## src/rtl/if_fetch_queue_pkg.sv

```systemverilog
// Shared definitions for the instruction-fetch front end: FSM encoding,
// the NOP word presented when the queue is empty, and queue entry layout.
package if_fetch_queue_pkg;

   // Fetch sequencer states
   typedef enum logic [1:0] {
      IDLE    = 2'd0,
      REQ     = 2'd1,
      DISCARD = 2'd2
   } fetch_state_e;

   // addi x0, x0, 0
   localparam logic [31:0] NOP_INST         = 32'h0000_0013;
   localparam logic [31:0] DEFAULT_RESET_PC = 32'h0000_0000;

   // One queue slot: the fetch address and the word returned for it
   typedef struct packed {
      logic [31:0] pc;
      logic [31:0] inst;
   } fetch_entry_t;

endpackage

```

## src/rtl/if_fetch_queue_fetch_fifo.sv

```systemverilog
// Synchronous DEPTH-entry FIFO of {pc, inst} pairs. Flush wins over push
// and pop so a redirect always leaves the queue empty on the next edge.
module if_fetch_queue_fetch_fifo
   import if_fetch_queue_pkg::*;
#(
   parameter int DEPTH = 4
) (
   input  logic                     clk,
   input  logic                     rst,
   input  logic                     push,
   input  fetch_entry_t             push_data,
   input  logic                     pop,
   input  logic                     flush,
   output logic                     full,
   output logic                     empty,
   output logic [$clog2(DEPTH):0]   count,
   output fetch_entry_t             head
);

   localparam int PTR_W = $clog2(DEPTH);
   localparam int CNT_W = PTR_W + 1;

   fetch_entry_t       mem_q [DEPTH];
   fetch_entry_t       mem_d [DEPTH];
   logic [PTR_W-1:0]   wr_ptr_q, wr_ptr_d;
   logic [PTR_W-1:0]   rd_ptr_q, rd_ptr_d;
   logic [CNT_W-1:0]   count_q,  count_d;
   logic               push_ok;
   logic               pop_ok;

   assign full    = (count_q == CNT_W'(DEPTH));
   assign empty   = (count_q == '0);
   assign count   = count_q;
   assign head    = mem_q[rd_ptr_q];

   // Pushes into a full queue and pops from an empty one are ignored.
   assign push_ok = push && !full  && !flush;
   assign pop_ok  = pop  && !empty && !flush;

   // Next pointer/count state; pointers wrap naturally since DEPTH is a power of two
   always_comb begin
      wr_ptr_d = wr_ptr_q;
      rd_ptr_d = rd_ptr_q;
      count_d  = count_q;
      if (flush) begin
         wr_ptr_d = '0;
         rd_ptr_d = '0;
         count_d  = '0;
      end else begin
         if (push_ok) wr_ptr_d = wr_ptr_q + 1'b1;
         if (pop_ok)  rd_ptr_d = rd_ptr_q + 1'b1;
         case ({push_ok, pop_ok})
            2'b10:   count_d = count_q + 1'b1;
            2'b01:   count_d = count_q - 1'b1;
            default: count_d = count_q;
         endcase
      end
   end

   // Next storage contents: only the tail slot changes, and only on a push
   always_comb begin
      mem_d = mem_q;
      if (push_ok) mem_d[wr_ptr_q] = push_data;
   end

   // Control state with asynchronous active-low reset
   always_ff @(posedge clk or negedge rst) begin
      if (!rst) begin
         wr_ptr_q <= '0;
         rd_ptr_q <= '0;
         count_q  <= '0;
      end else begin
         wr_ptr_q <= wr_ptr_d;
         rd_ptr_q <= rd_ptr_d;
         count_q  <= count_d;
      end
   end

   // Storage array; contents are qualified by count so no reset is needed
   always_ff @(posedge clk) begin
      mem_q <= mem_d;
   end

endmodule

```

## src/rtl/if_fetch_queue.sv

```systemverilog
// Instruction-fetch front end: issues sequential fetches on the IAD/IREQ bus,
// buffers returned words with their PC, and redirects on taken branches.
// A request the bus cannot abort is finished in DISCARD and its data dropped.
module if_fetch_queue
   import if_fetch_queue_pkg::*;
#(
   parameter int          DEPTH    = 4,
   parameter logic [31:0] RESET_PC = DEFAULT_RESET_PC
) (
   input  logic                     clk,
   input  logic                     rst,
   output logic [31:0]              IAD,
   output logic                     IREQ,
   input  logic [31:0]              IDT,
   input  logic                     ACKI_n,
   input  logic                     redirect,
   input  logic [31:0]              redirect_addr,
   input  logic                     inst_ready,
   output logic                     inst_valid,
   output logic [31:0]              inst,
   output logic [31:0]              inst_pc,
   output logic [31:0]              inst_pc4,
   output logic [$clog2(DEPTH):0]   queue_count
);

   localparam int CNT_W = $clog2(DEPTH) + 1;

   fetch_state_e     state_q, state_d;
   logic [31:0]      fetch_pc_q, fetch_pc_d;
   logic [31:0]      disc_addr_q, disc_addr_d;

   logic             ack;
   logic             pop_fire;
   logic [31:0]      target;
   logic [CNT_W-1:0] count_after;
   logic             fifo_push;
   logic             fifo_flush;
   logic             fifo_full;
   logic             fifo_empty;
   fetch_entry_t     fifo_head;
   fetch_entry_t     push_entry;
   logic             unused_addr_lsb;

   assign ack             = !ACKI_n;
   assign pop_fire        = inst_valid && inst_ready;
   assign target          = {redirect_addr[31:2], 2'b00};
   assign unused_addr_lsb = ^redirect_addr[1:0];
   assign push_entry      = '{pc: fetch_pc_q, inst: IDT};

   // Occupancy after a push in this cycle, accounting for a concurrent pop
   assign count_after = queue_count + CNT_W'(1) - CNT_W'(pop_fire);

   if_fetch_queue_fetch_fifo #(
      .DEPTH (DEPTH)
   ) u_fifo (
      .clk       (clk),
      .rst       (rst),
      .push      (fifo_push),
      .push_data (push_entry),
      .pop       (pop_fire),
      .flush     (fifo_flush),
      .full      (fifo_full),
      .empty     (fifo_empty),
      .count     (queue_count),
      .head      (fifo_head)
   );

   // Head presentation; an empty queue shows a NOP at PC 0
   assign inst_valid = !fifo_empty;
   assign inst       = fifo_empty ? NOP_INST : fifo_head.inst;
   assign inst_pc    = fifo_empty ? 32'h0   : fifo_head.pc;
   assign inst_pc4   = inst_pc + 32'd4;

   // Fetch sequencer: next state, fetch address, bus outputs, queue control
   always_comb begin
      state_d     = state_q;
      fetch_pc_d  = fetch_pc_q;
      disc_addr_d = disc_addr_q;
      fifo_push   = 1'b0;
      fifo_flush  = 1'b0;
      IREQ        = 1'b0;
      IAD         = fetch_pc_q;
      case (state_q)
         IDLE: begin
            if (redirect) begin
               fifo_flush = 1'b1;
               fetch_pc_d = target;
               state_d    = REQ;
            end else if (!fifo_full) begin
               state_d = REQ;
            end
         end
         REQ: begin
            IREQ = 1'b1;
            IAD  = fetch_pc_q;
            if (redirect) begin
               // Wrong-path data acked this cycle is simply not pushed
               fifo_flush = 1'b1;
               fetch_pc_d = target;
               if (ack) begin
                  state_d = REQ;
               end else begin
                  disc_addr_d = fetch_pc_q;
                  state_d     = DISCARD;
               end
            end else if (ack) begin
               fifo_push  = 1'b1;
               fetch_pc_d = fetch_pc_q + 32'd4;
               state_d    = (count_after < CNT_W'(DEPTH)) ? REQ : IDLE;
            end
         end
         DISCARD: begin
            // The old request stays on the bus until the memory answers it
            IREQ = 1'b1;
            IAD  = disc_addr_q;
            if (redirect) begin
               fifo_flush = 1'b1;
               fetch_pc_d = target;
            end
            if (ack) state_d = REQ;
         end
         default: begin
            state_d = IDLE;
         end
      endcase
   end

   // Sequencer registers with asynchronous active-low reset
   always_ff @(posedge clk or negedge rst) begin
      if (!rst) begin
         state_q     <= IDLE;
         fetch_pc_q  <= RESET_PC;
         disc_addr_q <= RESET_PC;
      end else begin
         state_q     <= state_d;
         fetch_pc_q  <= fetch_pc_d;
         disc_addr_q <= disc_addr_d;
      end
   end

endmodule

```

## config.mk

```make
export PLATFORM = sky130hd
export DESIGN_NAME = if_fetch_queue
export DESIGN_NICKNAME = d
export VERILOG_FILES = /design/src/rtl/if_fetch_queue_pkg.sv /design/src/rtl/if_fetch_queue_fetch_fifo.sv /design/src/rtl/if_fetch_queue.sv
export SDC_FILE = /design/constraint.sdc
export NUM_CORES = 1
export LEC_CHECK = 0
export CAP_MARGIN = 10
export CORE_MARGIN = 2
export CORE_UTILIZATION = 55
export CTS_CLUSTER_SIZE = 25
export DETAILED_ROUTE_END_ITERATION = 16
export GPL_ROUTABILITY_DRIVEN = 0
export HOLD_SLACK_MARGIN = 0.08
export PLACE_DENSITY_LB_ADDON = 0.25
export SYNTH_ARGS = -nofsm -noshare
export SYNTH_HDL_FRONTEND = slang
export SYNTH_SLANG_ARGS = --single-unit
```

## constraint.sdc

```tcl
create_clock -name clk -period 3.6 [get_ports clk]
set_clock_uncertainty 0.15 [all_clocks]
set_input_delay 0.36 -clock clk [delete_from_list [all_inputs] [get_ports clk]]
set_output_delay 0.36 -clock clk [all_outputs]
set_load 0.05 [all_outputs]
```

# Yosys cells after proc, flatten, opt, wreduce, memory -nomap -nowiden
# Cells that the tools add are included.
# word_totals
regBits	329
latchBits	0
ram_bits	0
romBits	0
in_bits	69
out_inout_bits	133
word_cells	90
n_memories	0
# op_classes
n_addsub	7
mul	0
div	0
n_lt_le_gt_ge	4
eq_ne	9
shift	0
mux	33
bitwise	2
reduce_logical	21
# ops
operator	n
$bwmux W256	1
$mux W32	6
$mux W64	3
$bmux W64 S2	1
$demux W64 S2	1
$add A32 B3 Y32 const B	2
$pmux W32 S2	1
$mux W2	10
$reduce_and A3 Y1	3
$mux W1	7
$ge A3 B3 Y1 const B	2
$logic_and A1 B1 Y1	6
$ne A3 B3 Y1 const B	2
$not A2 Y3	2
$pmux W2 S3	1
$pmux W3 S2	1
$reduce_bool A2 Y1	3
$add A2 B1 Y2 const B	2
$eq A2 B1 Y1 const B	2
$eq A2 B2 Y1 const B	2
$reduce_or A2 Y1	2
$add A3 B1 Y3 const B	1
$eq A3 B3 Y1 const B	1
$logic_not A1 Y1	3
11 further kinds	11

# Logic depth before layout (Yosys ltp)
# depth
word_depth	9
mapped_depth	15

# Modules after synthesis
# From an unflattened synthesis, not the netlist that was laid out.
# unflattened
cells_unflattened	936
area_unflattened_um2	14545.2
# by_module_without_submodules
module	n_inst	cells_per_inst	area_per_inst_um2	seq_area_each_um2
if_fetch_queue_fetch_fifo	1	401	9810.7	7862.5
if_fetch_queue	1	535	4734.5	1551.5

# Least setup slack after synthesis
# Ideal clock, no wire load.
# synth_timing
path_type	register to output
startpoint	reg u_fifo.count_q[0], in the netlist u_fifo.count[0]
endpoint	out inst_pc4[26]
arrival_time_ps	5180
required_ps	3090
setup_slack_ps	-2090
stages_incl_launch_ff	16
path_buffers	4
path_cell_list	dfrtp_1 inv_1 ha_1 nor2b_1 buf_2 inv_2 buf_2 buf_2 clkbuf_1 nand2_1 inv_1 ha_1 nand2_1 nor4_4 nand4_1 xnor2_1
# synth_via
elab_chain_cells	3
# synth_lines
item	line	rtl
start, declared	if_fetch_queue_fetch_fifo.sv:27	logic [CNT_W-1:0] count_q, count_d;
start signal, assigned	if_fetch_queue_fetch_fifo.sv:75	count_q <= count_d;
$logic_not A3 Y1	if_fetch_queue_fetch_fifo.sv:32	assign empty = (count_q == '0);
$mux W32	if_fetch_queue.sv:71	assign inst_pc = fifo_empty ? 32'h0 : fifo_head.pc;
net inst_pc[2]	if_fetch_queue.sv:21	output logic [31:0] inst_pc,
$add A32 B3 Y32	if_fetch_queue.sv:72	assign inst_pc4 = inst_pc + 32'd4;
end, declared	if_fetch_queue.sv:22	output logic [31:0] inst_pc4,
# The timed path passes the listed nets, and every way through them passes these cells.

# Worst setup path in the final report
# layout_timing
startpoint	reg u_fifo.rd_ptr_q[0]
endpoint	out inst_pc4[28]
# layout_via
elab_chain_cells	6
# layout_lines
item	line	rtl
start, declared	if_fetch_queue_fetch_fifo.sv:26	logic [PTR_W-1:0] rd_ptr_q, rd_ptr_d;
start signal, assigned	if_fetch_queue_fetch_fifo.sv:74	rd_ptr_q <= rd_ptr_d;
$not A2 Y3 (implied by the code)	if_fetch_queue_fetch_fifo.sv:34	assign head = mem_q[rd_ptr_q];
$bmux W64 S2	if_fetch_queue_fetch_fifo.sv:34	
$mux W64 (implied by the code) (2 in series)	if_fetch_queue_fetch_fifo.sv:34	
$mux W32	if_fetch_queue.sv:71	
$add A32 B3 Y32	if_fetch_queue.sv:72	
# Every way passes these cells. The select of a mux whose other input is x is not followed.

==> impl.org <==
** Place
- The HPWL after detailed placement is around 21 mm.
- In this run the tool buffered the top-level ports with around 190 buffer cells.
- In this run, placement finished with an instance count of 1417.
- Timing analysis after detailed placement gives a worst setup slack of 0.3041 ns.

** STA
- Setup repair after global routing could not meet its margin everywhere.
- Adding up every negative setup slack in the final design gives 0 ns.
- Worst Tran Pin Value :: ~0.90 ns
- The clock period could shrink to around 3.6 ns.
- The number of pins with negative max-slew slack in the final report is 0.
- Final hold vios :: 0
- Part of the cycle the worst path needs :: about 100%
- Slew HR :: 39.90%
- Final setup vio count :: 0
- Across all setup checks in the final design, the least slack found is 0.01049 ns.
- Max frequency :: roughly 0.28 GHz

** Synth
- A synthesized cell averages about 15 µm².
- Counting flops and latches in the post-synthesis netlist gives between 300 and 400.
- After synthesis, the share of flip-flops with an asynchronous set or reset is between 20% and 30%.
- Post-synth top area share :: 52.73%
- Leading cell types by total area after synthesis :: edfxtp_1 53%, dfrtp_1 12%, mux4_2 7.3%, mux2_2 4.4%, mux4_1 2.6%
- In the post-synthesis netlist, the cell with the most instances is edfxtp_1.
- Synth top cells by count :: 248 x edfxtp_1, 69 x dfrtp_1, 55 x mux2_2
- Top cell type by total area after synthesis :: edfxtp_1
- Among all flip-flop cells after synthesis, the most frequent one is edfxtp_1.
- During synthesis, Yosys emitted a total of 0 warnings.
- Post-synthesis cell type count :: 59
- Summing the sequential cell areas from Yosys gives about two thirds of the chip area.
- Post-synthesis instance total :: ~920
- The mapped netlist covers between 0.01 and 0.015 mm².
- Number of enable flip-flop cells after synthesis :: approximately 250

** Status
- The run finished with clean final reports.

** Worst setup path
- The largest single stage delay on the critical path is 0.50 ns.
- The startpoint identified for the worst register-to-register timing path is fetch_pc_q[13].
- The slowest stage of the critical path belongs to the cell dfrtp_4.
- Bufs and invs on worst path :: 4
- Critical Path, Cell by Cell :: buf_12 > buf_6 > mux4_2 > and2_4 > nand2_2 > nor4_4 > buf_6 > nand4_1 > xnor2_4 > buf_12
- Slack of the worst reg-to-reg path :: around 0.84 ns
- Data required time at the worst endpoint :: between 3 and 4 ns
- Crit end category :: output port
- Among cell families on the critical path, the largest total delay comes from simple AND/OR/NAND/NOR gates.
- Crit start category :: flip-flop
- Of all nets on the critical path, the largest fanout is 7.
- For the worst flop-to-flop path, the logic depth is 6.
- Data arrival time at the worst-slack endpoint :: between 3 and 4 ns
- Worst reg2reg endpoint :: fetch_pc_q[30]
- The worst setup path is of the flip-flop to output port kind.

** GRT
- Entering global routing, the biggest net connects 70 pins.
- The initial antenna violation count came to 0.
- Summed over all layers, the global routing overflow is 0.
- The first global-routing pass estimated 49.90 mm of wire.
- Vias in the first global route :: 8916
- Global routing used between 20% and 30% of the available tracks.

** CTS
- The longest clock path from root to sink contains 3 buffers.
- TritonCTS Buffers :: 31
- After clock tree synthesis, the clock-pin slew on the worst setup and hold paths is approximately 0.060 ns.
- Worst-Skew Late Latency :: roughly 0.56 ns
- Clock tree from TritonCTS :: done
- # H-tree levels :: 1
- Root Driver :: clkbuf_16
- Counting every sink on the clock net gives around 320.

** Routing
- After detailed routing, the total wire length is 33.14 mm.
- After detailed routing, the number of remaining DRC violations is 0.
- Before antenna repair, the detailed router went through 5 iterations.
- Number of nets with antenna violations after detailed routing :: 0
- Routed vias/inst :: approximately 5.9
- Count of routing violations after the opening detailed-route iteration :: 708
- After detailed routing, the average wire length per cell comes to between 20 and 25 µm.
- Total number of vias :: 8855

** Floorplan
- In this run the count of I/O pins placed on the die edge is 202.
- Die width :: ~160 µm
- The initial utilization of the core area, before any placement, comes to a little under three fifths.
- The die covers between 0.02 and 0.03 mm².
- Placeable core area :: 0.02518 mm²
- Placement Rows :: 58
- Die H :: 164.2 µm

** Power
- Total net switching power :: 0.007775 W
- Cell-internal power :: between 0.01 and 0.015 W
- Net switching share of the total power :: 42.61%
- In this run the static leakage power is 6.667 nW.
- In this run, the combinational gates consume 51.8% of the power.
- Total power of the final layout :: 0.01825 W
- Power share of the sequential group :: about 30%
- The clock network accounts for between 10% and 20% of the total power.
- Across the VDD grid, the largest voltage drop is between 0.6 and 0.7 mV.
- For this design the ratio of total power to cell area is between 900 and 1000 mW/mm².

** Cells and area
- After the last flow step, the layout net total stands at approximately 1.2k.
- From synthesis to final layout, the design area changed by 29.54%.
- Cell Count, Final, Fillers Out :: around 1.5k
- The layout has between 1.5k and 2k filler cells.
- The number of antenna diodes in the final layout is 0.
- In the final layout, the multi-input gates occupy a little under 0.005 mm².
- Summing all flip-flop and latch instances after layout gives slightly above 0.009 mm².
- Fraction of layout cells with a size suffix above 1 :: approximately 34%

** Hold path
- The worst hold path was traced through 3 stages.
- The startpoint identified for the worst hold timing path is redirect_addr[2].
- Classification of the worst-slack hold path :: primary input to flip-flop
- The path with the worst hold slack has its endpoint at fetch_pc_q[2].

** Run
- Max-cap violations in this run came to 0.
==> tightest hold or removal path: cells and delay by family <==
kind,cells,cell delay (ns)
and+or+nand+nor,2,0.12
buffers and inverters,1,0.41
==> layer usage <==
metal	wire length, µm	global-route usage (%)	vias up	share of wire [%]
met5	0	0	-	0
met4	539	5.144	0	1.6
met3	2607	4.268	45	7.9
met2	16310	40.19	395	49
met1	13690	34.77	4423	41
li1	-	-	3992	-
==> power by group through the flow <==
stage               Clock [W]  Combinational, W  Sequential [W]
global route          0.00361           0.00990         0.00548
finish                0.00341           0.00945         0.00538
floorplan                   0           0.00624         0.00522
global placement            0           0.00886         0.00543
detailed placement          0           0.00896         0.00550
CTS                   0.00346           0.00927         0.00536
==> cell families after synthesis <==
group / after synthesis / share of synthesized area (%)
fa+ha+maj: 13 / 1.152
mux: 122 / 14.82
compound gates: 127 / 5.351
xor+xnor: 32 / 1.984
flops: 317 / 64.95
buf+inv: 78 / 2.666
simple gates: 231 / 9.045
other cells: 1 / 0.02655
==> area by class of cell <==
type | instances | area share (%)
clock buffers | 34 | 4.302
clock inverters | 24 | 1.607
inverters | 19 | 0.4514
multi-input cells | 531 | 26.95
flip-flops and latches | 317 | 50.20
well taps | 330 | 2.257
repair buffers | 255 | 14.20
repair inverters | 1 | 0.02736
==> sequential cells by signal, indices dropped and copies added, names as in the netlist <==
| name | count |
|---|---|
| disc_addr_q | 30 |
| u_fifo.mem_q | 248 |
| u_fifo.wr_ptr_q | 2 |
| u_fifo.rd_ptr_q | 2 |
| state_q | 2 |
| u_fifo.count | 3 |
| fetch_pc_q | 30 |
==> through the flow <==
stage,instance area (µm²),hold slack [ns],util [%]
5_1_grt,18300,0.2465,72.65
6_report,18300,0.2168,72.65
3_3_place_gp,16840,0.3129,66.86
4_1_cts,18090,0.2032,71.85
3_5_place_dp,16840,0.3222,66.86
2_1_floorplan,14470,-0.08559,-
==> repair_timing <==
| action | 4_1_cts | 5_1_grt |
|---|---|---|
| setup endpoints to repair | 25 | 22 |
| buffers inserted | 14 | 19 |
| hold buffers | 1 | 0 |
| gates resized for setup | 15 | 19 |
| pin swaps | 10 | 9 |
| gates cloned | 0 | 2 |
| hold endpoints to repair | 69 | 0 |
==> worst max path at each step <==
stage | start | end | cells past startpoint
2_1_floorplan | u_fifo.count[0] | inst_pc4[26] | 15
3_3_place_gp | u_fifo.rd_ptr_q[0] | inst_pc4[30] | 8
3_5_place_dp | u_fifo.count[0] | inst_pc4[27] | 10
4_1_cts | u_fifo.count[0] | inst_pc4[28] | 11
5_1_grt | u_fifo.rd_ptr_q[0] | inst_pc4[30] | 11
6_report | u_fifo.rd_ptr_q[0] | inst_pc4[28] | 10
==> cells in the final DEF (no fill, tap or decap), drive strengths merged, types with 11 or more instances in the layout <==
cell	synthesis	final
a21oi	50	50
and2	58	58
and3	19	19
buf	26	180
clkbuf	33	34
clkdlybuf4s50	0	73
clkinv	0	16
dfrtp	69	69
edfxtp	248	248
ha	13	13
inv	19	19
mux2	55	55
mux4	60	60
nand2	54	54
nand3	29	29
nand4	12	12
nor2	29	29
nor3	11	11
o21ai	38	38
xnor2	24	24
(Power assumes the default switching activity.)
==> patch 1: new RTL, config.mk and constraints unchanged <==
Put a register stage on the output `queue_count`, without a reset. The value now appears one clock later. The other outputs are not delayed to match.
--- a/src/rtl/if_fetch_queue.sv
+++ b/src/rtl/if_fetch_queue.sv
@@ -26,4 +26,6 @@
    localparam int CNT_W = $clog2(DEPTH) + 1;
 
+   logic [$clog2(DEPTH):0] queue_count_d;
+
    fetch_state_e     state_q, state_d;
    logic [31:0]      fetch_pc_q, fetch_pc_d;
@@ -49,5 +51,5 @@
 
    // Occupancy after a push in this cycle, accounting for a concurrent pop
-   assign count_after = queue_count + CNT_W'(1) - CNT_W'(pop_fire);
+   assign count_after = queue_count_d + CNT_W'(1) - CNT_W'(pop_fire);
 
    if_fetch_queue_fetch_fifo #(
@@ -62,5 +64,5 @@
       .full      (fifo_full),
       .empty     (fifo_empty),
-      .count     (queue_count),
+      .count     (queue_count_d),
       .head      (fifo_head)
    );
@@ -139,4 +141,8 @@
    end
 
+   always_ff @(posedge clk) begin
+      queue_count <= queue_count_d;
+   end
+
 endmodule
 
Check against the original RTL: not equivalent (Yosys sat finds a counterexample within 4 cycles, from zero or initial values and one cycle with rst low).
==> patch 1 against the original RTL <==
The flow now finishes with violations (setup timing); register-to-register slack got worse by 0.09 ns; sequential cell count up 3; sequential power rose by 1%; total power fell by 2.8%; area after synthesis is 0.43% higher; synthesized cell count is 0.22% lower; final cell count rose by 0.60%; wire length decreased by 2.7%; worst setup slack got worse by 0.14 ns; design area rose by 2.5%; critical path depth did not move; critical endpoint unchanged; highest routed layer unchanged.
==> patch 1: results (changes against the original RTL) <==
metric	value	unit	change
run_status	finished with violations		
number_of_global_route_vias_before_repair	8821		-1.1%
grt_first_pass_wirelength	49700	µm	-0.36%
netlist_top_cells_area	sky130_fd_sc_hd__edfxtp_1 (53%), sky130_fd_sc_hd__dfrtp_1 (12%), sky130_fd_sc_hd__mux4_2 (7.1%), sky130_fd_sc_hd__mux2_2 (4.5%), sky130_fd_sc_hd__mux4_1 (2.6%)		
grt_start_max_net_pins	63		-10%
violations	setup timing		
vias	8873		+0.20%
timing.final.setup_violations	10		+10
hold_slack	0.285	ns	+0.0679 ns
drt-vias-per-instance	5.84		-0.39%
place_inst	1423		+0.42%
r2r_end	fetch_pc_q[28]		
switching_share	42.3	%	-0.32 points
cts_inserted_buffers	34		+9.7%
hpwl	20500	µm	-1.9%
max-slew-margin-rel	43.5	%	+3.6 points
detailedPlace.worstSlack	0.217	ns	-0.0871 ns
drive_gt1_share	31.8	%	-2.4 points
worst_skew_pair.late_latency	0.51	ns	-0.05 ns
reg2reg_slack	0.75	ns	-0.09 ns
ffs_w_async_s_r_synth	21.6	%	-0.20 points
finalWorstSetupSlack	-0.126	ns	-0.137 ns
first_iter_violations	804		+14%
count_of_different_cell_masters_after_synthesis	61		+3.4%
placed_inst_area	17100	µm²	+1.5%
## patch 1: layer usage
layer	global-route usage (%)	wire, µm	vias to the layer above
met5	0	0	-
met4	5.93	535	0
met3	4.62	2350	49
met2	39.5	15900	350
met1	34.2	13500	4457
li1	-	-	4017
## patch 1: tightest hold or removal path, stage by stage
cell                              delay [ns]
sky130_fd_sc_hd__clkdlybuf4s50_1        0.42
sky130_fd_sc_hd__nand3_1                0.08
sky130_fd_sc_hd__nand2_1                0.05
## patch 1: area by class of cell
class / instances / area (µm²)
inverter: 21 / 87.6
fill: 1565 / 6510
clock buffer: 45 / 997
tap: 330 / 413
multi-input combinational: 526 / 5090
timing repair buffer: 261 / 2800
sequential: 320 / 9240
clock inverter: 17 / 118
## patch 1: cell families after synthesis
family                     count (synthesis)  share of synthesized area, %
other                                      1                        0.0264
adders and majority gates                 13                          1.15
xor gates and xnor gates                  34                          2.10
muxes                                    121                          14.6
buffers and inverters                     78                          2.68
AOI/OAI and AO/OA                        122                          5.39
DFF                                      320                          65.1
and+or+nand+nor                          230                          8.94
## patch 1: power by group through the flow
stage          Combinational (mW)  Clock, mW  Sequential [mW]
6_report                     8.88       3.42             5.44
5_1_grt                      9.32       3.63             5.54
4_1_cts                      8.87       3.48             5.43
3_5_place_dp                 8.59          0             5.51
3_3_place_gp                 8.48          0             5.44
2_1_floorplan                5.88          0             5.26
## patch 1: timing repair
item	CTS	global route
hold buffers	1	0
pin swaps	22	10
setup endpoints to repair	37	31
buffers inserted	27	7
endpoints found under the hold margin	34	0
resized for setup	45	25
## patch 1: per-stage QoR
| step | TNS, ns | utilization (%) |
|---|---|---|
| global placement | 0 | 67.7 |
| detailed placement | 0 | 67.7 |
| global route | -1.91 | 74.2 |
| floorplan | -0.176 | - |
| CTS | -0.406 | 73.6 |
| finish | -0.504 | 74.2 |
==> patch 2: new RTL, same settings <==
Made on the original files. `DEPTH` is set to 4 in 2 places; all go to 16.
--- a/src/rtl/if_fetch_queue_fetch_fifo.sv
+++ b/src/rtl/if_fetch_queue_fetch_fifo.sv
@@ -4,5 +4,5 @@
    import if_fetch_queue_pkg::*;
 #(
-   parameter int DEPTH = 4
+   parameter int DEPTH = 16
 ) (
    input  logic                     clk,
--- a/src/rtl/if_fetch_queue.sv
+++ b/src/rtl/if_fetch_queue.sv
@@ -5,5 +5,5 @@
    import if_fetch_queue_pkg::*;
 #(
-   parameter int          DEPTH    = 4,
+   parameter int          DEPTH    = 16,
    parameter logic [31:0] RESET_PC = DEFAULT_RESET_PC
 ) (
Ports: changed (resized queue_count); port bits go from 202 to 204. No check against the original RTL was run, so the function may have changed too.
==> patch 2 against the original RTL <==
The flow now finishes with violations (setup timing); sequential cell count increased by 750; area after synthesis increased to 3.1 times the old value; utilization decreased by 3.6 points; total power increased by 140%; count of clock-buffer cells in the layout increased by 102; critical endpoint unchanged; critical path depth increased by 1; die area increased to 3.0 times the old value; hold slack got worse by 0.11 ns; design area increased to 2.9 times the old value; combinational power increased by 83%; sequential share of layout area increased by 9.0 points; largest power group unchanged; worst setup slack got worse by 0.92 ns; critical path type unchanged; wire length increased to 3.3 times the old value.
==> patch 2: results (changes against the original RTL) <==
metric	value	unit	change
timing.final.setup_violations	71		+71
synth_fa_ha_area_share	0.407	%	-0.75 points
yosys-mux-area-fraction	17.0	%	+2.2 points
synth-compound-area-share	2.58	%	-2.8 points
largest_registers	u_fifo.mem_q: 992 flops, disc_addr_q: 30 flops, fetch_pc_q: 30 flops		
cts_inserted_buffers	105		+240%
netlist_instances	2138		+130%
drive_gt1_share	37.7	%	+3.6 points
detailedPlace.worstSlack	-0.472	ns	-0.777 ns
timing.setup.tns	-30.07	ns	-30.07 ns
r2r_end	u_fifo.mem_q[770]		
ffs_w_async_s_r_synth	7.03	%	-15 points
drt-vias-per-instance	6.38		+8.9%
groute.usage.overall	26.4	%	+1.9 points
cp_data_arrival_time	4.00	ns	+0.92 ns
first_iter_violations	2769		+290%
synth_xor_area_share	0.772	%	-1.2 points
io_buffer_count	195		+1.0%
antenna_found_initial	5		+5
hpwl	59400	µm	+180%
place_inst	3459		+140%
critical-path-max-stage-delay	0.65	ns	+0.15 ns
grt_start_max_net_pins	58		-17%
violations	setup timing		
cts.htree.levels	3		+2
placed_inst_area	48300	µm²	+190%
critical-path-slowest-cell	sky130_fd_sc_hd__or4_4		
reg2reg_slack	0.32	ns	-0.52 ns
hp-start	redirect_addr[3]		
grt_first_pass_wirelength	156000	µm	+210%
buffer_type_at_the_clock_tree_root	sky130_fd_sc_hd__clkbuf_16		
irDropWorstVdd	0.000928	V	+45%
timing.rr.start	state_q[1]		
number_of_global_route_vias_before_repair	23600		+160%
final_nets	2685		+120%
max_slew.worst_pin.slew	0.928	ns	+0.0262 ns
routed_wirelength	110000	µm	+230%
netlist_top_cells_area	sky130_fd_sc_hd__edfxtp_1 (69%), sky130_fd_sc_hd__mux4_2 (13%), sky130_fd_sc_hd__dfrtp_1 (4.4%), sky130_fd_sc_hd__mux2_2 (1.8%), sky130_fd_sc_hd__mux4_1 (1.3%)		
worstPathMaxFanout	13		+6
reg2regPathDepth	7		+1
static-leakage-power	17.7	nW	+170%
finalWorstSetupSlack	-0.906	ns	-0.917 ns
run_status	finished with violations		
yosysSeqAreaShare	73.5	%	+8.5 points
most_frequent_cells_after_synthesis	sky130_fd_sc_hd__edfxtp_1 (992), sky130_fd_sc_hd__mux4_2 (253), sky130_fd_sc_hd__nand2_1 (80), sky130_fd_sc_hd__dfrtp_1 (75), sky130_fd_sc_hd__nor2_1 (70)		
patch 2: final cells by class:
cell class | count | area, µm² | share of cell area (%)
Inverter | 17 | 67.6 | 0.126
Tap cell | 1040 | 1300 | 2.43
Timing Repair Buffer | 476 | 5680 | 10.6
Clock inverter | 58 | 428 | 0.800
Clock buffer | 136 | 2770 | 5.17
Sequential cell | 1067 | 31700 | 59.2
Multi-Input combinational cell | 935 | 11600 | 21.7
patch 2: cell families (layout without fill, tap and decap cells):
logic type      Yosys count  count (layout)
mux                     373             373
buf+inv                 141             687
compound gates          182             182
xor+xnor                 38              38
flops                  1067            1067
fa+ha+maj                14              14
simple gates            322             322
other cells               1               6
patch 2: timing repair:
action / CTS / global route
pin swaps: 23 / 31
gates resized for setup: 99 / 163
gates cloned: 5 / 10
hold buffers: 1 / 0
endpoints found under the setup margin: 81 / 80
endpoints found under the hold margin: 52 / 0
setup buffers: 15 / 46
patch 2: worst max path at each step:
stage	to	depth (start not counted)	from	slack, ns
after floorplan	inst_pc4[30]	11	u_fifo.count[0]	-0.65
after global placement	inst_pc4[22]	15	u_fifo.rd_ptr_q[0]	-0.43
after detailed placement	inst_pc4[22]	14	u_fifo.rd_ptr_q[0]	-0.47
after CTS	inst_pc4[29]	10	u_fifo.rd_ptr_q[0]	-0.93
after global routing	inst_pc4[28]	11	u_fifo.rd_ptr_q[0]	-1.01
final	inst_pc4[28]	11	u_fifo.rd_ptr_q[0]	-0.91
patch 2: metal layers:
layer	wire, µm	part of all wire, %	global-route usage [%]
met1	42300	38	38.5
met4	2370	2.2	6.19
met5	23	0.021	0
met2	54300	49	42.3
met3	11100	10	4.46
patch 2: where the power goes:
group	total [mW]	switching [mW]	internal, mW	leakage (nW)
combinational	17.3	9.66	7.61	6.37
clock	10.3	4.53	5.77	1.57
sequential	15.7	0.765	14.9	9.81
